**config.mk**
```make
export PLATFORM = sky130hd
export DESIGN_NAME = lock_manager
export DESIGN_NICKNAME = d
export VERILOG_FILES = /design/src/rtl/lock_pkg.sv /design/src/rtl/lock_slot.sv /design/src/rtl/lock_manager.sv
export SDC_FILE = /design/constraint.sdc
export NUM_CORES = 1
export LEC_CHECK = 0
export CELL_PAD_IN_SITES_DETAIL_PLACEMENT = 1
export CELL_PAD_IN_SITES_GLOBAL_PLACEMENT = 1
export CORE_ASPECT_RATIO = 2
export CORE_UTILIZATION = 44
export DETAILED_ROUTE_END_ITERATION = 6
export PLACE_DENSITY_LB_ADDON = 0.1
export RECOVER_POWER = 50
export SLEW_MARGIN = 20
export SYNTH_ARGS = -nofsm -noshare
export SYNTH_HDL_FRONTEND = slang
export SYNTH_SLANG_ARGS = --single-unit
```
**constraint.sdc**
```tcl
create_clock -name CLK -period 3 [get_ports CLK]
set_input_delay 0.6 -clock CLK [delete_from_list [all_inputs] [get_ports CLK]]
set_output_delay 0.6 -clock CLK [all_outputs]
set_load 0.03 [all_outputs]
```
**src/rtl/lock_pkg.sv**
```systemverilog
// -----------------------------------------------------------------------------
// lock_pkg
// Shared definitions for the resource-lock manager.
//   lock_state_e : per-requester FSM encoding (IDLE / WAIT / HOLD / BACKOFF)
//   req_idx()    : flat bit position of (requester i, resource r) in the packed
//                  request vector, i*NRES + r
// -----------------------------------------------------------------------------
package lock_pkg;

    typedef enum logic [1:0] {
        ST_IDLE    = 2'd0,
        ST_WAIT    = 2'd1,
        ST_HOLD    = 2'd2,
        ST_BACKOFF = 2'd3
    } lock_state_e;

    function automatic int req_idx(input int i, input int r, input int nres);
        return i * nres + r;
    endfunction

endpackage

```
**src/rtl/lock_slot.sv**
```systemverilog
// -----------------------------------------------------------------------------
// lock_slot
// Per-requester lock FSM: wait watchdog, latched held mask, registered
// gnt/abort flags.
//
// Ports:
//   clk_i     : clock, rising edge
//   rst_i     : synchronous active-high reset
//   mask_i    : live request mask of this requester (NRES bits)
//   sel_i     : arbiter picked this requester in the current cycle
//   state_o   : registered FSM state
//   held_o    : registered mask of resources this requester holds (0 if none)
//   claim_d_o : resources this requester will hold after the next edge
//   gnt_o     : registered, high while in HOLD
//   abort_o   : registered one-cycle pulse on entry to BACKOFF
// -----------------------------------------------------------------------------
module lock_slot
    import lock_pkg::*;
#(
    parameter int NRES    = 2,
    parameter int TIMEOUT = 17,
    parameter int CW      = $clog2(TIMEOUT + 1)
) (
    input  logic            clk_i,
    input  logic            rst_i,
    input  logic [NRES-1:0] mask_i,
    input  logic            sel_i,
    output lock_state_e     state_o,
    output logic [NRES-1:0] held_o,
    output logic [NRES-1:0] claim_d_o,
    output logic            gnt_o,
    output logic            abort_o
);

    lock_state_e     state_q, state_d;
    logic [CW-1:0]   cnt_q, cnt_d;
    logic [NRES-1:0] held_q, held_d;
    logic            gnt_q, gnt_d;
    logic            abort_q, abort_d;

    always_comb begin
        state_d = state_q;
        cnt_d   = cnt_q;
        held_d  = held_q;
        abort_d = 1'b0;
        case (state_q)
            ST_IDLE: begin
                if (mask_i != '0) begin
                    state_d = ST_WAIT;
                    cnt_d   = '0;
                end
            end
            ST_WAIT: begin
                // Withdrawal beats everything; a grant beats the watchdog
                // expiring on the same edge.
                if (mask_i == '0) begin
                    state_d = ST_IDLE;
                end else if (sel_i) begin
                    state_d = ST_HOLD;
                    held_d  = mask_i;
                end else if (cnt_q == CW'(TIMEOUT - 1)) begin
                    state_d = ST_BACKOFF;
                    abort_d = 1'b1;
                end else begin
                    cnt_d = cnt_q + CW'(1);
                end
            end
            ST_HOLD: begin
                // A nonzero change of the mask while holding is ignored; only
                // dropping the whole request releases the resources.
                if (mask_i == '0) begin
                    state_d = ST_IDLE;
                    held_d  = '0;
                end
            end
            ST_BACKOFF: begin
                // The requester must drop its request before retrying.
                if (mask_i == '0) begin
                    state_d = ST_IDLE;
                end
            end
            default: begin
                state_d = ST_IDLE;
                held_d  = '0;
            end
        endcase
    end

    assign gnt_d     = (state_d == ST_HOLD);
    assign claim_d_o = gnt_d ? held_d : '0;

    always_ff @(posedge clk_i) begin
        if (rst_i) begin
            state_q <= ST_IDLE;
            cnt_q   <= '0;
            held_q  <= '0;
            gnt_q   <= 1'b0;
            abort_q <= 1'b0;
        end else begin
            state_q <= state_d;
            cnt_q   <= cnt_d;
            held_q  <= held_d;
            gnt_q   <= gnt_d;
            abort_q <= abort_d;
        end
    end

    assign state_o = state_q;
    assign held_o  = held_q;
    assign gnt_o   = gnt_q;
    assign abort_o = abort_q;

endmodule

```
**src/rtl/lock_manager.sv**
```systemverilog
// -----------------------------------------------------------------------------
// lock_manager
// All-or-nothing resource-lock manager: NREQ requesters share NRES resources.
// A requester receives every resource in its mask in one cycle or none of
// them, which removes hold-and-wait deadlock. A per-requester watchdog aborts
// requests left waiting too long.
//
// Ports:
//   CLK   : clock, rising edge
//   RST   : synchronous active-high reset
//   REQ   : request masks, bit i*NRES+r = requester i wants resource r
//   gnt   : gnt[i] high while requester i holds its latched mask
//   abort : one-cycle pulse when requester i's wait times out
//   busy  : busy[r] high while resource r is held by any requester
// -----------------------------------------------------------------------------
module lock_manager
    import lock_pkg::*;
#(
    parameter int NREQ    = 2,
    parameter int NRES    = 2,
    parameter int TIMEOUT = 17
) (
    input  logic                 CLK,
    input  logic                 RST,
    input  logic [NREQ*NRES-1:0] REQ,
    output logic [NREQ-1:0]      gnt,
    output logic [NREQ-1:0]      abort,
    output logic [NRES-1:0]      busy
);

    localparam int CW = $clog2(TIMEOUT + 1);
    localparam int PW = (NREQ > 1) ? $clog2(NREQ) : 1;

    logic [NRES-1:0] m        [NREQ];
    lock_state_e     state    [NREQ];
    logic [NRES-1:0] held     [NREQ];
    logic [NRES-1:0] claim_d  [NREQ];
    logic [NREQ-1:0] sel;
    logic [NRES-1:0] occupied;
    logic [NRES-1:0] free_res;
    logic [NRES-1:0] taken;
    logic            any_sel;
    logic [PW-1:0]   first_idx;
    logic [PW-1:0]   rr_q, rr_d;
    logic [NRES-1:0] busy_q, busy_d;

    // Unpack the flat request vector into per-requester masks.
    always_comb begin
        for (int i = 0; i < NREQ; i++) begin
            for (int r = 0; r < NRES; r++) begin
                m[i][r] = REQ[req_idx(i, r, NRES)];
            end
        end
    end

    // Free vector from registered state only: a resource released on this
    // edge is not visible as free until the following decision.
    always_comb begin
        occupied = '0;
        for (int i = 0; i < NREQ; i++) begin
            if (state[i] == ST_HOLD) begin
                occupied = occupied | held[i];
            end
        end
        free_res = ~occupied;
    end

    // Round-robin scan starting at rr_q. A waiting requester is picked when
    // all of its resources are free and none was already claimed by an
    // earlier pick in this same scan, so disjoint requesters share a cycle.
    always_comb begin
        sel       = '0;
        taken     = '0;
        any_sel   = 1'b0;
        first_idx = '0;
        for (int k = 0; k < NREQ; k++) begin
            int idx;
            idx = int'(rr_q) + k;
            if (idx >= NREQ) begin
                idx = idx - NREQ;
            end
            if ((state[idx] == ST_WAIT) && (m[idx] != '0) &&
                ((m[idx] & ~free_res) == '0) && ((m[idx] & taken) == '0)) begin
                sel[idx] = 1'b1;
                taken    = taken | m[idx];
                if (!any_sel) begin
                    any_sel   = 1'b1;
                    first_idx = PW'(idx);
                end
            end
        end
    end

    // Pointer moves just past the first requester granted in scan order.
    always_comb begin
        rr_d = rr_q;
        if (any_sel) begin
            rr_d = (first_idx == PW'(NREQ - 1)) ? '0 : first_idx + PW'(1);
        end
    end

    always_comb begin
        busy_d = '0;
        for (int i = 0; i < NREQ; i++) begin
            busy_d = busy_d | claim_d[i];
        end
    end

    for (genvar g = 0; g < NREQ; g++) begin : g_slot
        lock_slot #(
            .NRES    (NRES),
            .TIMEOUT (TIMEOUT),
            .CW      (CW)
        ) u_slot (
            .clk_i     (CLK),
            .rst_i     (RST),
            .mask_i    (m[g]),
            .sel_i     (sel[g]),
            .state_o   (state[g]),
            .held_o    (held[g]),
            .claim_d_o (claim_d[g]),
            .gnt_o     (gnt[g]),
            .abort_o   (abort[g])
        );
    end

    always_ff @(posedge CLK) begin
        if (RST) begin
            rr_q   <= '0;
            busy_q <= '0;
        end else begin
            rr_q   <= rr_d;
            busy_q <= busy_d;
        end
    end

    assign busy = busy_q;

endmodule

```
* Yosys cells after proc, flatten, opt, wreduce, memory -nomap -nowiden
Cells that the tools add are included.
** Cells by class
- Reductions and logical operators :: 26
- Muxes and demuxes :: 63
- Eq/ne operators :: 20
- Add/subtract/negate cells :: 6
- Magnitude comparators :: 8
- Bitwise gates (word level) :: 12
** Operators by type and width (count)
- $mux W2 :: 35
- $ge A32 B1 Y1 const B :: 2
- $ge A32 B2 Y1 const B :: 2
- $lt A32 B3 Y1 const B :: 2
- $mux W32 :: 2
- $not A32 Y32 :: 2
- $mux W5 :: 8
- $pmux W5 S2 :: 2
- $logic_not A2 Y1 :: 7
- $eq A2 B2 Y1 const B :: 6
- $ne A2 B2 Y1 const B :: 6
- $pmux W2 S3 :: 2
- $reduce_bool A2 Y1 :: 6
- $add A5 B1 Y5 const B :: 2
- $eq A5 B5 Y1 const B :: 2
- $mux W1 :: 10
- $reduce_and A5 Y1 :: 2
- $eq A2 B1 Y1 const B :: 4
- $pmux W2 S2 :: 2
- $reduce_or A4 Y1 :: 2
- $logic_and A1 B1 Y1 :: 7
- $and A2 B2 Y2 :: 3
- $or A2 B2 Y2 :: 3
- $ne A2 B1 Y1 const B :: 2
- other kinds (10) :: 14
** Storage, ports and cells
- Flip-flop bits (word level) :: 25
- Output and inout port bits :: 6

* Longest topological paths before layout
Gate-level depths: netlist (run 1).
- Word-level depth :: 20
- Mapped depth :: 10
- Mapped depth without buffers :: 9

* Cells and area by module
A second synthesis (run 1) with hierarchy kept.
** Unflattened totals
- Cell total of the unflattened synthesis :: 204
- Area, all modules :: 1719.1 um2
** Modules (own cells, without submodules)
- lock_slot (g_slot[1].u_slot) :: area an instance 694.4 um2, instances 1, cells each 88
- lock_slot (g_slot[0].u_slot) :: area an instance 660.6 um2, instances 1, cells each 76
- lock_manager :: area an instance 364.1 um2, instances 1, cells each 40

* Worst setup path before layout (run 1)
OpenSTA, ideal clock, no wires.
- Kind :: input to register
- From :: in REQ[3]
- To :: reg busy_q[1], in the netlist busy[1]
- Stages :: 7
- Arrival time :: 2566 ps
- Buffers on the path :: 0
- Path slack :: 346 ps
- Data required time :: 2912 ps
- Cells stage by stage :: mux2i_1 mux2_4 and3_4 o31ai_4 nor4_2 or4_4 o32ai_2
** Between the ends
- Longest elaborated chain between the ends :: 17
- Elaborated cells on any way between the ends :: 45
** RTL lines
- start, declared :: RTL line lock_manager.sv:25 : input logic [NREQ*NRES-1:0] REQ,
- $mux W2 (not written as such) (3 in series) :: RTL line lock_manager.sv:82, lock_manager.sv:83, lock_manager.sv:85
- $and A2 B2 Y2 or $reduce_bool A2 Y1 (tied branches) :: RTL line lock_manager.sv:83, lock_manager.sv:82
- $logic_not A2 Y1 or $logic_and A1 B1 Y1 (tied branches) :: RTL line lock_manager.sv:83, lock_manager.sv:82
- $logic_and A1 B1 Y1 :: RTL line lock_manager.sv:82 : if ((state[idx] == ST_WAIT) && (m[idx] != '0) &&
- $mux W2 :: RTL line lock_manager.sv:82
- $and A2 B2 Y2 :: RTL line lock_manager.sv:83 : ((m[idx] & ~free_res) == '0) && ((m[idx] & taken) == '0)) begin
- $logic_not A2 Y1 :: RTL line lock_manager.sv:83
- $logic_and A1 B1 Y1 :: RTL line lock_manager.sv:83
- $mux W2 :: RTL line lock_manager.sv:82
- $mux W2 :: RTL line lock_slot.sv:58 : end else if (sel_i) begin
- $mux W2 :: RTL line lock_slot.sv:56 : if (mask_i == '0) begin
- $pmux W2 S3 :: RTL line lock_slot.sv:46 : case (state_q)
- $eq A2 B2 Y1 :: RTL line lock_slot.sv:89 : assign gnt_d = (state_d == ST_HOLD);
- $mux W2 :: RTL line lock_slot.sv:90 : assign claim_d_o = gnt_d ? held_d : '0;
- $or A2 B2 Y2 (*) :: RTL line lock_manager.sv:105 : busy_d = busy_d | claim_d[i];
- end signal, assigned :: RTL line lock_manager.sv:133 : busy_q <= busy_d;
- end, declared :: RTL line lock_manager.sv:45 : logic [NRES-1:0] busy_q, busy_d;
Every way passes the cells marked *; elsewhere a longest branch is shown, timed or not. The select of a mux whose other input is x is not followed.
A chain may end at the register's enable or synchronous reset.

* Final worst setup path (run 1)
- From :: in REQ[1]
- To :: reg busy_q[1], in the netlist busy[1]
The elaborated chain is that of the path after synthesis.

==> impl_metrics.json, run 1 <==
{
  "drt-total-wl_mm": 5.07,
  "gp_congestion": 0.836,
  "post_dp_cell_area_mm2": 0.00197,
  "dieHeight_um": 91.2,
  "cts_num_sinks": 25,
  "dpl_worst_slack_ns": -0.141,
  "dp.cells": 286,
  "die_x_um": 46.6,
  "crit_buf_inv": 1,
  "drive_gt1_share_pct": 15.9,
  "setup_violations": 0,
  "fin_crit_sh_pct": 95.7,
  "yosys_warnings": 0,
  "outcome": "finished, final reports clean",
  "worstPathCellList": "clkdlybuf4s50_1 > mux2i_2 > mux2_4 > and3_4 > o31ai_4 > nor4_1 > or4_4 > o32ai_2",
  "syn-cell-area_mm2": 0.00175,
  "finish.instance_area_mm2": 0.00202,
  "fp.dieArea_mm2": 0.00425,
  "finalWorstSetupSlack_ns": 0.128,
  "avgSynthCellArea_um2": 8.03,
  "grt_start_max_net_pins": 16,
  "wire_per_inst_um": 17.5,
  "cts_tree": "done",
  "synthCells": 218,
  "clkPwrFrac_pct": 20.2,
  "multi_input_area_mm2": 0.00112,
  "endpoint_kind": "register",
  "io_buffers": 11,
  "powerDensity_mw_per_mm2": 515,
  "tightest_slew_ns": 0.539,
  "fin_cells": 290,
  "nets": 261,
  "initial_core_util_pct": 45.5,
  "drv_slew": 0,
  "routed_via_density": 5.83,
  "yosysTopAreaCellShare_pct": 28.6,
  "dr.pass1.iters": 4,
  "r2r_slack_ns": 0.16,
  "start_kind": "input port",
  "p_int_mw": 0.640,
  "pin_count": 12,
  "netSwitchingFraction_pct": 38.6,
  "slowest_delay_ns": 0.59,
  "synth_top_area_cell": "dfxtp_1",
  "clock_latency_ns": 0.27,
  "ys_top_cells_by_area": "dfxtp_1, ha_1, nor2_1",
  "synth_edf_count": 0,
  "clock_skew_ns": 0.00710,
  "rows": 32,
  "ant_nets": 0,
  "seqCellArea_um2": 500,
  "grt.total_usage_pct": 26.1,
  "cpMaxStageDelayCell": "or4_4",
  "coreArea_mm2": 0.00384,
  "clk_pin_slew_ns": 0.10,
  "crit_fanout": 4,
  "overflow": 0,
  "area_growth_pct": 15.7,
  "drc": 0,
  "combPwrFrac_pct": 43.7,
  "seq_area_frac_synth_pct": 28.6,
  "cts_max_path_buffers": 2,
  "max_slew_margin_pct": 63.8,
  "finalHoldViolCount": 0,
  "cts-htree-levels": 1,
  "cts-root-buf": "clkbuf_8",
  "min_period_ns": 2.87,
  "dp_hpwl_mm": 4.13,
  "n_antenna_cell": 0,
  "cp_top_family": "simple AND/OR/NAND/NOR gates",
  "cts_made_buffers": 3,
  "path_class": "input port to register",
  "synthArstFlopShare_pct": 0,
  "synth_ff_type": "dfxtp_1",
  "grt_first_pass_wirelength_mm": 8.31,
  "synth_cell_types": 51,
  "p_leak_nw": 0.837,
  "seq_power_share_pct": 36.1,
  "netSwitchingPower_mw": 0.402,
  "synth-seq-cells": 25,
  "drt_iter0_markers": 26,
  "arrival_ns": 3.07,
  "required_ns": 3.19,
  "grt_antenna_before_repair": 0,
  "max_freq_mhz": 348,
  "fill_cells": 510,
  "vdd_drop_max_uv": 286,
  "grt_pass1_vias": 1875,
  "setup-tns-final_ns": 0,
  "maxCapViolations": 0,
  "hold_class": "register to register",
  "synth_nets": 239,
  "finalHoldWorstSlack_ns": 0.510,
  "grt_setup_unrepaired": "no",
  "route.vias.total": 1691
}
[worst reg2reg max path, stage by stage (launching register included)]
cell and delay (ns):
dfxtp_1 0.40, inv_1 0.13, ha_1 0.31, a22oi_1 0.35, o22ai_1 0.16, a21o_1 0.22, o31ai_4 0.25, nor4_1 0.11
or4_4 0.59, o32ai_2 0.26
[layout by cell type (no fill, tap or decap), drive strengths merged, types with 4 or more instances in the layout]
| cell | count |
|---|---|
| buf | 16 |
| clkdlybuf4s50 | 5 |
| nand3 | 11 |
| a21oi | 11 |
| and3 | 6 |
| mux2i | 8 |
| nand2 | 21 |
| nand4 | 5 |
| o21ai | 12 |
| inv | 15 |
| dlygate4sd3 | 6 |
| o22ai | 5 |
| nor3 | 7 |
| or3 | 4 |
| dfxtp | 25 |
| nor2 | 24 |
| ha | 15 |
[cell families after synthesis]
family	share of synthesized area, %
flops	28.6
simple gates	26.6
xor+xnor	2.00
buf+inv	7.29
fa+ha+maj	10.7
mux	6.08
compound gates	18.7
[metrics by stage]
| step | total power [mW] | utilization [%] |
|---|---|---|
| final | 1.04 | 52.7 |
| after global routing | 1.10 | 52.7 |
| after CTS | 1.05 | 52.6 |
| after detailed placement | 0.834 | 51.3 |
| after global placement | 0.807 | 51.3 |
| after floorplan | 0.680 | - |
[cell usage after synthesis (4+ instances only)]
library cell	number
nor2_1	24
nand2_1	21
dfxtp_1	25
nand4_1	5
nor3_1	7
ha_1	15
a21oi_1	11
and3_1	4
inv_1	15
mux2i_1	8
nand3_1	11
o22ai_1	5
buf_4	4
o21ai_0	12
[what timing repair did]
| action | in CTS | in global routing |
|---|---|---|
| gates resized for setup | 0 | 2 |
| hold buffers | 0 | 0 |
| setup endpoints to repair | 0 | 1 |
| setup buffers | 0 | 0 |
[sequential cells by signal, indices dropped and copies added, names as in the netlist]
name,count
g_slot.u_slot.state_o,4
g_slot.u_slot.held_o,4
g_slot.u_slot.gnt_o,2
g_slot.u_slot.abort_o,2
g_slot.u_slot.cnt_q,10
rr_q,1
busy,2
[path summary, 6_finish.rpt]
check,from,end,cells after the start
worst max-delay path,REQ[1],busy[1]$_SDFF_PP0_,8
worst min-delay path,g_slot[1].u_slot.cnt_q[3]$_SDFFE_PP0P_,g_slot[1].u_slot.cnt_q[3]$_SDFFE_PP0P_,2
worst max register to register,g_slot[1].u_slot.state_o[0]$_SDFF_PP0_,busy[1]$_SDFF_PP0_,9
worst min register to register,g_slot[1].u_slot.cnt_q[3]$_SDFFE_PP0P_,g_slot[1].u_slot.cnt_q[3]$_SDFFE_PP0P_,2
[layer usage]
layer	vias up	track usage [%]	part of all wire, %
li1	812	-	-
met1	833	22.9	35
met2	27	50.6	59
met3	19	2.39	1.6
met4	0	14.2	4.2
met5	-	0	0
[final cells by class]
type                    count  area share (%)
well taps                  51            3.15
repair buffers             27            11.4
inverters                  15            2.78
multi-input cells         168            55.6
clock inverters             1           0.371
flip-flops and latches     25            24.7
clock buffers               3            2.04
[power groups by stage]
stage | sequential, mW | combinational, mW | clock [mW]
detailed placement | 0.384 | 0.450 | 0
global placement | 0.382 | 0.425 | 0
CTS | 0.376 | 0.457 | 0.217
finish | 0.376 | 0.455 | 0.211
global route | 0.381 | 0.495 | 0.227
floorplan | 0.380 | 0.300 | 0
Power figures use the tool's default switching activity.
==> run 2: changes to the inputs <==
--- a/config.mk
+++ b/config.mk
@@ -15,4 +15,5 @@
 export SLEW_MARGIN = 20
 export SYNTH_ARGS = -nofsm -noshare
 export SYNTH_HDL_FRONTEND = slang
+export SYNTH_HIERARCHICAL = 1
 export SYNTH_SLANG_ARGS = --single-unit
==> run 2 against run 1 <==
Via count is 3.8% higher. Sequential share of layout area decreased by 2.0 points. Synthesized cell count fell by 6.4%. Combinational power up 21%. Flip-flop and latch count unchanged. Non-clock buffer count is 12 higher. Largest cell class unchanged. Final area is 9.3% higher. Clock skew is 0.0020 ns higher. Fmax shrank 0.85%. Utilization is 7.4 points higher. Sequential power grew 4%. Largest power group unchanged. Worst setup slack got worse by 0.025 ns.
==> impl_metrics.json, run 2 <==
{
  "dp.cells": 284,
  "drt_iter0_markers": 26,
  "synth_ff_type": "dfxtp_1",
  "cts-root-buf": "clkbuf_8",
  "max_slew_margin_pct": 55.1,
  "clk_pin_slew_ns": 0.10,
  "synth_cell_types": 56,
  "grt_first_pass_wirelength_mm": 8.94,
  "cts_num_sinks": 25,
  "netSwitchingPower_mw": 0.455,
  "dp_hpwl_mm": 4.43,
  "vdd_drop_max_uv": 325,
  "synthTopCellsByCount": "dfxtp_1, nand2_1, nor2_1",
  "crit_buf_inv": 2,
  "syn-cell-area_mm2": 0.00172,
  "fin_cells": 290,
  "route.vias.total": 1756,
  "start_kind": "register",
  "ant_nets": 0,
  "n_antenna_cell": 0,
  "required_ns": 3.21,
  "worstPathCellList": "or2b_1 > o21ai_0 > o211ai_4 > o21ai_4 > mux2i_1 > buf_4 > and2b_2 > buf_6 > nand4_1 > or4_1 > a31oi_1",
  "cpMaxStageDelayCell": "or4_1",
  "seqCellArea_um2": 502,
  "dpl_worst_slack_ns": -0.480,
  "hold_buffers": 0,
  "synthCells": 204,
  "cts_tree": "done",
  "fill_cells": 446,
  "grt_pass1_vias": 1927,
  "slowest_delay_ns": 0.42,
  "finalHoldViolCount": 0,
  "crit_fanout": 8,
  "synth_nets": 224,
  "yosys_warnings": 6,
  "drt-total-wl_mm": 5.69,
  "grt_antenna_before_repair": 0,
  "synthArstFlopShare_pct": 0,
  "seq_power_share_pct": 33.8,
  "setup_violations": 0,
  "maxCapViolations": 0,
  "grt_start_max_net_pins": 22,
  "arrival_ns": 3.11,
  "yosysTopAreaCellShare_pct": 29.1,
  "p_total_mw": 1.16,
  "clock_latency_ns": 0.28,
  "wire_per_inst_um": 19.6,
  "netSwitchingFraction_pct": 39.2,
  "grt.total_usage_pct": 29.7,
  "drc": 0,
  "setup-tns-final_ns": 0,
  "multi_input_area_mm2": 0.00121,
  "path_class": "register to register",
  "synth_edf_count": 0,
  "area_growth_pct": 28.7,
  "hold_class": "register to register",
  "final_common_cell": "buf_4",
  "combPwrFrac_pct": 47.3,
  "top_register": "g_slot.u_slot/cnt_q",
  "p_leak_nw": 0.911,
  "fin_crit_sh_pct": 96.6,
  "fp.dieArea_mm2": 0.00418,
  "routed_via_density": 6.06,
  "die_x_um": 46.2,
  "clock_skew_ns": 0.00914,
  "outcome": "finished, final reports clean",
  "initial_core_util_pct": 46.7,
  "max_freq_mhz": 345,
  "finalWorstSetupSlack_ns": 0.103,
  "p_int_mw": 0.704,
  "yosysMostFrequentCell": "dfxtp_1",
  "drv_slew": 0,
  "rows": 31,
  "synth_top_area_cell": "dfxtp_1",
  "mostFrequentLayoutCells": "buf_4, dfxtp_1, nand2_1",
  "powerDensity_mw_per_mm2": 524,
  "drive_gt1_share_pct": 24.5,
  "dr.pass1.iters": 4,
  "fin_util_pct": 60.0,
  "cp_top_family": "simple AND/OR/NAND/NOR gates",
  "min_period_ns": 2.90,
  "largest_reg_flops": 10,
  "dieHeight_um": 90.4,
  "seq_area_frac_synth_pct": 29.1,
  "endpoint_kind": "register",
  "clkPwrFrac_pct": 18.8,
  "ys_top_cells_by_area": "dfxtp_1, ha_1, nand2_1",
  "io_buffers": 11,
  "cts_max_path_buffers": 2,
  "nets": 262,
  "cts_made_buffers": 3,
  "pin_count": 12,
  "coreArea_mm2": 0.00368,
  "cts-htree-levels": 1,
  "overflow": 0,
  "synth-seq-cells": 25,
  "gp_congestion": 0.849,
  "tightest_slew_ns": 0.670,
  "avgSynthCellArea_um2": 8.43
}
[run 2: cell types whose count changed after synthesis, sizes merged, moves of 3 or more]
cell    before  now
a21oi       11    5
nor2        24   18
and3         6    1
nor3         7   12
nand3       11    7
nand4        5    1
o22ai        5    1
a21o         3    0
a221o        0    3
a22oi        3    6
clkbuf       4    1
o211ai       0    3
[run 2: path summary, 6_finish.rpt]
check                                                            start  slack (ns)  depth (start not counted)                                      to
worst max register to register  g_slot[0].u_slot/state_o[1]$_SDFF_PP0_        0.10                         11  g_slot[1].u_slot/cnt_q[3]$_SDFFE_PP0P_
worst min register to register  g_slot[0].u_slot/cnt_q[3]$_SDFFE_PP0P_        0.53                          2  g_slot[0].u_slot/cnt_q[3]$_SDFFE_PP0P_
worst min-delay path            g_slot[0].u_slot/cnt_q[3]$_SDFFE_PP0P_        0.53                          2  g_slot[0].u_slot/cnt_q[3]$_SDFFE_PP0P_
worst max-delay path            g_slot[0].u_slot/state_o[1]$_SDFF_PP0_        0.10                         11  g_slot[1].u_slot/cnt_q[3]$_SDFFE_PP0P_
[run 2: tightest hold or removal path: cells and delay by family (launching register included)]
kind | cells | cell delay, ns
AO/OA/AOI/OAI | 2 | 0.14
flip-flops | 1 | 0.35
[run 2: power groups by stage]
stage | combinational, mW | clock [mW] | sequential, mW
final | 0.549 | 0.218 | 0.392
after global routing | 0.584 | 0.233 | 0.395
after CTS | 0.494 | 0.220 | 0.386
after detailed placement | 0.472 | 0 | 0.393
after global placement | 0.446 | 0 | 0.390
after floorplan | 0.305 | 0 | 0.375
[run 2: through the flow]
stage	hold WS [ns]	area, um2
final	0.527	2210
after global routing	0.548	2210
after CTS	0.529	2130
after detailed placement	0.518	2050
after global placement	0.488	2050
after floorplan	0.457	1720
[run 2: final cells by class]
type                       count  share of cell area (%)
clock inverter                 1                   0.339
timing repair buffer          39                    15.1
sequential                    25                    22.7
multi-input combinational    157                    54.5
clock buffer                   3                    1.87
tap                           49                    2.77
inverter                      16                    2.71
[run 2: cells by family after synthesis]
| kind of cell | synth area share (%) |
|---|---|
| and+or+nand+nor | 26.4 |
| AOI/OAI and AO/OA | 23.4 |
| DFF | 29.1 |
| buffers and inverters | 5.46 |
| adders and majority gates | 10.2 |
| muxes | 4.95 |
| xor gates and xnor gates | 0.510 |
[run 2: routing by layer]
metal / track usage (%) / wire (um)
met1: 24.3 / 1850
met2: 58.3 / 3470
met3: 3.00 / 73
met5: 0 / 0
met4: 17.9 / 303
[run 2: what timing repair did]
action / in CTS / in global routing
buffers inserted: 1 / 1
gates resized for setup: 6 / 18
setup endpoints to repair: 11 / 12
pin swaps: 3 / 3
==> run 3: changes to the inputs <==
--- a/config.mk
+++ b/config.mk
@@ -12,7 +12,6 @@
 export DETAILED_ROUTE_END_ITERATION = 6
 export PLACE_DENSITY_LB_ADDON = 0.1
 export RECOVER_POWER = 50
-export SLEW_MARGIN = 20
 export SYNTH_ARGS = -nofsm -noshare
 export SYNTH_HDL_FRONTEND = slang
 export SYNTH_HIERARCHICAL = 1
==> results of run 3 <==
Same layout as run 2: the final DEF is identical, and so are final timing and power.
